### config.mk
export PLATFORM = sky130hd
export DESIGN_NAME = sa_psum_collector
export DESIGN_NICKNAME = d
export VERILOG_FILES = /design/src/rtl/sa_pkg.sv /design/src/rtl/sa_sync_fifo.sv /design/src/rtl/sa_psum_collector.sv
export SDC_FILE = /design/constraint.sdc
export NUM_CORES = 1
export LEC_CHECK = 0
export CORE_ASPECT_RATIO = 0.75
export CORE_UTILIZATION = 59
export DETAILED_ROUTE_END_ITERATION = 10
export GPL_TIMING_DRIVEN = 1
export PLACE_DENSITY_LB_ADDON = 0.08
export SKIP_LAST_GASP = 1
export SLEW_MARGIN = 20
export SYNTH_ARGS = -nofsm -noshare
export SYNTH_HDL_FRONTEND = slang
export SYNTH_SLANG_ARGS = --single-unit
### constraint.sdc
create_clock -name clk -period 13.4 [get_ports clk]
set_input_delay 4.02 -clock clk [delete_from_list [all_inputs] [get_ports clk]]
set_output_delay 4.02 -clock clk [all_outputs]
set_load 0.01 [all_outputs]
### src/rtl/sa_pkg.sv
// Shared types and constants for the systolic-array datapath (Q7.25 partial sums).
package sa_pkg;
  localparam int SA_W = 32;
  localparam int FRAC = 25;
  localparam int SA_N = 4;

  typedef logic signed [SA_W-1:0] psum_t;

  localparam psum_t ONE  = 32'h0200_0000;
  localparam psum_t ZERO = '0;
endpackage

### src/rtl/sa_sync_fifo.sv
// First-word fall-through synchronous FIFO; rdata shows the head entry, 0 when empty.
module sa_sync_fifo #(
  parameter  int WIDTH = 32,
  parameter  int DEPTH = 8,
  localparam int AW    = $clog2(DEPTH),
  localparam int LW    = $clog2(DEPTH + 1)
) (
  input  logic             clk,
  input  logic             rst_n,
  input  logic             push,
  input  logic             pop,
  input  logic [WIDTH-1:0] wdata,
  output logic [WIDTH-1:0] rdata,
  output logic             full,
  output logic             empty,
  output logic [LW-1:0]    level
);
  logic [WIDTH-1:0] mem_q [DEPTH];
  logic [AW-1:0]    wr_ptr_q, wr_ptr_d, rd_ptr_q, rd_ptr_d;
  logic [LW-1:0]    level_q, level_d;

  // Callers only pop when non-empty and only push when there is room (or a pop frees it).
  always_comb begin
    wr_ptr_d = wr_ptr_q + AW'(push);
    rd_ptr_d = rd_ptr_q + AW'(pop);
    level_d  = level_q + LW'(push) - LW'(pop);
  end

  always_ff @(posedge clk or negedge rst_n) begin
    if (!rst_n) begin
      wr_ptr_q <= '0;
      rd_ptr_q <= '0;
      level_q  <= '0;
    end else begin
      wr_ptr_q <= wr_ptr_d;
      rd_ptr_q <= rd_ptr_d;
      level_q  <= level_d;
    end
  end

  always_ff @(posedge clk) begin
    if (push) mem_q[wr_ptr_q] <= wdata;
  end

  assign full  = (level_q == LW'(DEPTH));
  assign empty = (level_q == '0);
  assign level = level_q;
  assign rdata = empty ? '0 : mem_q[rd_ptr_q];
endmodule

### src/rtl/sa_psum_collector.sv
// Deskews the array's bottom-row partial sums into aligned rows, applies optional ReLU,
// and buffers them in a FWFT FIFO behind a valid/ready output.
module sa_psum_collector
  import sa_pkg::*;
#(
  parameter  int N     = SA_N,
  parameter  int W     = SA_W,
  parameter  int DEPTH = 8,
  localparam int LW    = $clog2(DEPTH + 1)
) (
  input  logic           clk,
  input  logic           rst,
  input  logic [N*W-1:0] psum_in,
  input  logic           in_valid,
  input  logic           relu_en,
  output logic [N*W-1:0] out_data,
  output logic           out_valid,
  input  logic           out_ready,
  output logic [LW-1:0]  fifo_level,
  output logic           overflow,
  input  logic           ovf_clr,
  output logic [15:0]    row_cnt
);
  logic [N-1:0][W-1:0] col_al, row_w;
  logic                wr_en, full, empty, push, pop;
  logic                ovf_q, ovf_d;
  logic [15:0]         row_cnt_q, row_cnt_d;

  // Column c arrives c cycles late, so it waits N-1-c cycles to line up with column N-1.
  for (genvar c = 0; c < N; c++) begin : g_col
    localparam int D = N - 1 - c;
    if (D == 0) begin : g_pass
      assign col_al[c] = psum_in[c*W +: W];
    end else begin : g_dly
      logic [D-1:0][W-1:0] sk_q, sk_d;
      always_comb begin
        sk_d    = sk_q << W;
        sk_d[0] = psum_in[c*W +: W];
      end
      always_ff @(posedge clk or negedge rst) begin
        if (!rst) sk_q <= '0;
        else      sk_q <= sk_d;
      end
      assign col_al[c] = sk_q[D-1];
    end
    assign row_w[c] = (relu_en && col_al[c][W-1]) ? '0 : col_al[c];
  end

  if (N == 1) begin : g_vld_none
    assign wr_en = in_valid;
  end else begin : g_vld
    logic [N-2:0] vld_pipe_q, vld_pipe_d;
    always_comb begin
      vld_pipe_d    = vld_pipe_q << 1;
      vld_pipe_d[0] = in_valid;
    end
    always_ff @(posedge clk or negedge rst) begin
      if (!rst) vld_pipe_q <= '0;
      else      vld_pipe_q <= vld_pipe_d;
    end
    assign wr_en = vld_pipe_q[N-2];
  end

  assign pop  = out_valid && out_ready;
  assign push = wr_en && (!full || pop);

  sa_sync_fifo #(.WIDTH(N*W), .DEPTH(DEPTH)) u_fifo (
    .clk   (clk),
    .rst_n (rst),
    .push  (push),
    .pop   (pop),
    .wdata (row_w),
    .rdata (out_data),
    .full  (full),
    .empty (empty),
    .level (fifo_level)
  );

  // A drop in the same cycle as a clear leaves the flag set.
  always_comb begin
    ovf_d     = ovf_q;
    if (ovf_clr) ovf_d = 1'b0;
    if (wr_en && full && !pop) ovf_d = 1'b1;
    row_cnt_d = row_cnt_q + 16'(pop);
  end

  always_ff @(posedge clk or negedge rst) begin
    if (!rst) begin
      ovf_q     <= 1'b0;
      row_cnt_q <= '0;
    end else begin
      ovf_q     <= ovf_d;
      row_cnt_q <= row_cnt_d;
    end
  end

  assign out_valid = !empty;
  assign overflow  = ovf_q;
  assign row_cnt   = row_cnt_q;
endmodule

* Word level (Yosys, flattened, before mapping)
Memories as Yosys holds them, arrays and structs flattened. Cells that the tools add are included.
Operators by class: reductions and logical operators 14, eq/ne operators 1, $add $sub $neg 5, multiplexer cells 9
Operators with widths (number):
- 2-to-1 mux 128 bit | 1
- 2-to-1 mux 32 bit | 4
- adder 16 x 1 -> 16 bit | 1
- logical AND 1 bit | 8
- adder 3 x 1 -> 3 bit | 2
- adder 4 x 1 -> 4 bit | 1
- equality test 4 bit (second input constant) | 1
- logical NOT 4 bit | 1
- 2-to-1 mux 1 bit | 4
- subtractor 4 x 1 -> 4 bit | 1
- logical NOT 1 bit | 3
- nonzero test 2 bit | 1
- logical OR 1 bit | 1
Word-level totals: register bits 222, memory bits (writable) 1024, input bits 134, output and inout bits 150, memories kept 1
Memory list:
- u_fifo.mem_q | depth 8, bits a word 128, read ports 1, clocked after memory_dff 0, write ports 1, line sa_sync_fifo.sv:18 | logic [WIDTH-1:0] mem_q [DEPTH];

* Depth between registers and ports, before layout
word-level depth 7, gate-level depth with buffers 10, depth with buffers taken out 10

* Cells and area by module
A second synthesis with hierarchy kept.
Unflattened totals: cell total of the unflattened synthesis 1952, area, all modules 45298.4 µm²
By module, submodules not included:
- sa_sync_fifo | area an instance 38782.2 µm², cells an instance 1543, times used 1
- sa_psum_collector | area an instance 6516.2 µm², cells an instance 409, times used 1

* Least setup slack after synthesis
OpenSTA, ideal clock, no wires.
path type input to register, from input port out_ready, to memory u_fifo.mem_q[0][0] (netlist name), enable pin, stages 4, data required time 12.628 ns, arrival 13.163 ns, library setup time 0.772 ns, buffers on the path 0, path slack -0.535 ns, cells stage by stage nand2b_1 -> a31oi_1 -> nand2b_1 -> nor3_1
On the way: cells in the longest elaborated chain, start to end 5
Ends and longest elaborated chain:
- from (decl) | line sa_psum_collector.sv:18 | input logic out_ready,
- logical AND 1 bit | line sa_psum_collector.sv:64 | assign pop = out_valid && out_ready;
- logical OR 1 bit | line sa_psum_collector.sv:65 | assign push = wr_en && (!full || pop);
- logical AND 1 bit | line sa_psum_collector.sv:65
- 2-to-1 mux 1 bit | line sa_sync_fifo.sv:42 | if (push) mem_q[wr_ptr_q] <= wdata;
- 2-to-1 mux 1 bit (not written as such) | line sa_sync_fifo.sv:42
- to (decl) | line sa_sync_fifo.sv:18
Every way passes these cells.

* Worst setup path after layout
from register u_fifo.rd_ptr_q[0], to output port out_data[102]
On the way: cells in the longest elaborated chain, start to end 2
Ends and longest elaborated chain:
- from (decl) | line sa_sync_fifo.sv:19 | logic [AW-1:0] wr_ptr_q, wr_ptr_d, rd_ptr_q, rd_ptr_d;
- from (signal assigned) | line sa_sync_fifo.sv:36 | rd_ptr_q <= rd_ptr_d;
- memory (8 x 128 bit)
- 2-to-1 mux 128 bit | line sa_sync_fifo.sv:48 | assign rdata = empty ? '0 : mem_q[rd_ptr_q];
- to (decl) | line sa_psum_collector.sv:16 | output logic [N*W-1:0] out_data,
Every way passes these cells.

==> impl_metrics.json <==
{
  "vias": 20652,
  "drcViolationCount": 0,
  "fin_crit_ns": 8.88,
  "synth_nets": 2219,
  "reg2reg_depth": 8,
  "die_y_um": 243,
  "async_flop_share": 0.178,
  "p_int_mw": 8.40,
  "critPathRequiredTime_ns": 9.38,
  "initial_utilization": 0.596,
  "synth_edf_count": 1024,
  "cp_max_fo": 48,
  "ioPinCount": 284,
  "r2r_slack_ns": 9.52,
  "hold_viol": 0,
  "seq_power_share": 0.426,
  "ys_warn_count": 0,
  "finalSetupTns_ns": 0,
  "hold_ws_ns": 0.334,
  "yosys_most_used_dff": "edfxtp_1",
  "grt_pass1_wl_mm": 137,
  "cts_tree": "done",
  "viasPerCell": 5.82,
  "cts_resized": 0,
  "cts.clk_slew.worst_paths_ns": 0.06,
  "post-place-cells": 3330,
  "finalClockSkew_ns": 0.0178,
  "fmax_mhz": 113,
  "portBuffers": 283,
  "path_cells": "buf_4 > buf_4 > mux4_2 > mux2i_1 > nor2_1 > clkdlybuf4s50_1",
  "grt_start_max_net_pins": 159,
  "worst_setup_path_start_kind": "register",
  "ys_ff_latch": 1246,
  "dpl.hpwl_mm": 47.6,
  "slowest_delay_ns": 1.08,
  "hp-class": "register to register",
  "place_area_sq_um": 49800,
  "crit_cells": 6,
  "grt_usage": 0.238,
  "report.final.setup_viol": 0,
  "p_leak_nw": 18.5,
  "area_delta_synth_final_pct": 16.9,
  "drt_iter0_markers": 1736,
  "clock-sinks": 1246,
  "cts_buffers": 112,
  "wire_per_inst_um": 25.7,
  "power_density_nw_per_um2": 220,
  "synth_area_per_cell_sq_um": 22.1,
  "outcome": "completed",
  "relSlewSlack": 0.244,
  "fp.dieW_um": 324,
  "crit_top_cell": "buf_4",
  "layout-drive-gt1-share": 0.194,
  "firstDrtPassIters": 6,
  "path_buf_inv": 3,
  "crit_family": "buffers and inverters",
  "power_frac_comb": 0.302,
  "worstHoldPathCells": 0,
  "worstPathArrival_ns": 4.86,
  "worst_pin_slew_ns": 1.13,
  "fin_nets": 2557,
  "finalWeightedCongestion": 0.719,
  "wl_mm": 91.1,
  "dieArea_sq_um": 78900,
  "min_period_over_period": 0.662,
  "p_sw_frac": 0.287,
  "endpoint_kind": "output pin",
  "stdcell_count": 3547,
  "antenna_found_initial": 1,
  "synth_cell_types": 29,
  "ctsHtreeMaxLevel": 3,
  "clockPowerShare": 0.272,
  "grt_pass1_vias": 22267,
  "critPathSlowestCell": "dfrtp_4",
  "worst_skew_pair.late_latency_ns": 0.68,
  "finalMaxSlewViolations": 0,
  "switchingPower_mw": 3.37,
  "grt_setup_unrepaired": "no",
  "cts_setup_buffers": 0,
  "path_class": "register to output pin",
  "final_cell_area_sq_um": 53600,
  "clockBufferDepth": 3,
  "core_sq_um": 77000,
  "peakVddDrop_uv": 172,
  "final_cell_mix": "1,024 x edfxtp_1, 282 x clkdlybuf4s50_1, 256 x mux4_2, 219 x dfrtp_1, 131 x nor2_1",
  "cts_root_buf": "clkbuf_16",
  "detail-route-antenna-nets": 0,
  "maxCapViolations": 0,
  "overflow": 0,
  "synth_seq_area_share": 0.791,
  "syn_area_sq_um": 45900,
  "layout_commonest_cell": "edfxtp_1",
  "rows": 88,
  "syn_inst": 2073,
  "ctsHoldBuffers": 0
}
-- cells by family (layout without fill, tap and decap cells) --
kind of cell,count (synthesis),count (layout),synth area share
flip-flops,1246,1246,0.791
multiplexers,384,384,0.154
AND/OR/NAND/NOR,299,299,0.0328
buffers and inverters,109,547,0.0146
XOR/XNOR,19,19,0.00363
adder cells (fa/ha/maj),12,12,0.00344
AO/OA/AOI/OAI,4,4,0.000518
other,0,1,0
-- stage by stage --
step	power, mW	setup slack, ns	utilization
2_1_floorplan	7.26	2.90	-
3_3_place_gp	8.65	5.05	0.647
3_5_place_dp	8.70	5.03	0.647
4_1_cts	11.9	4.28	0.696
5_1_grt	12.3	3.98	0.697
6_report	11.8	4.52	0.697
-- per-layer routing --
layer	routed length, um	part of all wire	vias up	GRT usage
met3	5320	0.058	108	0.0465
met1	38300	0.42	11050	0.337
met2	45700	0.50	571	0.388
met5	0	0	-	0
li1	-	-	8923	-
met4	1800	0.020	0	0.0615
-- flip-flops by register name, indices dropped and copies added, names as in the netlist --
name / flops
u_fifo.rd_ptr_q: 3
g_col.g_dly.sk_q: 32
u_fifo.level: 4
g_col.g_dly.sk_d: 96
row_cnt: 16
col_al: 64
g_vld.vld_pipe_q: 3
overflow: 1
u_fifo.mem_q: 1024
u_fifo.wr_ptr_q: 3
-- cell type report --
| type | instances | area [sq um] |
|---|---|---|
| Multi-Input combinational cell | 718 | 8970 |
| Sequential cell | 1246 | 36300 |
| Fill cell | 4726 | 23300 |
| Clock buffer | 164 | 3200 |
| Clock inverter | 50 | 558 |
| Tap cell | 1035 | 1290 |
| Timing Repair Buffer | 322 | 3240 |
| Antenna cell | 1 | 2.50 |
| Inverter | 11 | 41.3 |
-- power by group through the flow --
stage          Clock [mW]  Sequential, mW  Combinational [mW]
3_5_place_dp            0            5.10                3.61
2_1_floorplan           0            5.02                2.25
6_report             3.21            5.01                3.56
5_1_grt              3.42            5.06                3.81
3_3_place_gp            0            5.10                3.55
4_1_cts              3.27            5.02                3.63
-- cell usage after synthesis, drive strengths merged (2+ instances only) --
| cell type | n | share of area |
|---|---|---|
| nand2 | 11 | 0.00090 |
| mux4 | 256 | 0.13 |
| nor3 | 3 | 0.00044 |
| ha | 11 | 0.0030 |
| nand4 | 4 | 0.00055 |
| nor2 | 137 | 0.011 |
| inv | 11 | 0.00090 |
| and4 | 2 | 0.00038 |
| dfrtp | 222 | 0.12 |
| nand3 | 5 | 0.00055 |
| and3 | 2 | 0.00027 |
| buf | 67 | 0.011 |
| mux2i | 128 | 0.028 |
| xnor2 | 11 | 0.0021 |
| and2 | 125 | 0.017 |
| nand2b | 4 | 0.00055 |
| xor2 | 8 | 0.0015 |
| edfxtp | 1024 | 0.67 |
| clkbuf | 31 | 0.0025 |
| nor2b | 5 | 0.00068 |
-- path summary, 6_finish.rpt --
check	startpoint	to
min	g_col[0].g_dly.sk_d[92]$_DFF_PN0_	col_al[28]$_DFF_PN0_
min in group asynchronous	rst	g_col[2].g_dly.sk_q[23]$_DFF_PN0_
max reg2reg	u_fifo.level[2]$_DFF_PN0_	u_fifo.mem_q[1][81]$_DFFE_PP_
min reg2reg	g_col[0].g_dly.sk_d[92]$_DFF_PN0_	col_al[28]$_DFF_PN0_
max in group asynchronous	rst	u_fifo.rd_ptr_q[1]$_DFF_PN0_
max	u_fifo.rd_ptr_q[0]$_DFF_PN0_	out_data[102]
-- worst reg2reg max path, stage by stage, from the launching register on --
cell	delay, ns
dfrtp_1	0.35
inv_1	0.07
ha_1	0.22
nand2b_1	0.16
a31oi_1	0.43
nand2_1	0.36
nor3_4	0.21
buf_4	0.74
buf_4	0.93
Note: power is estimated with default switching activity, not from simulation.
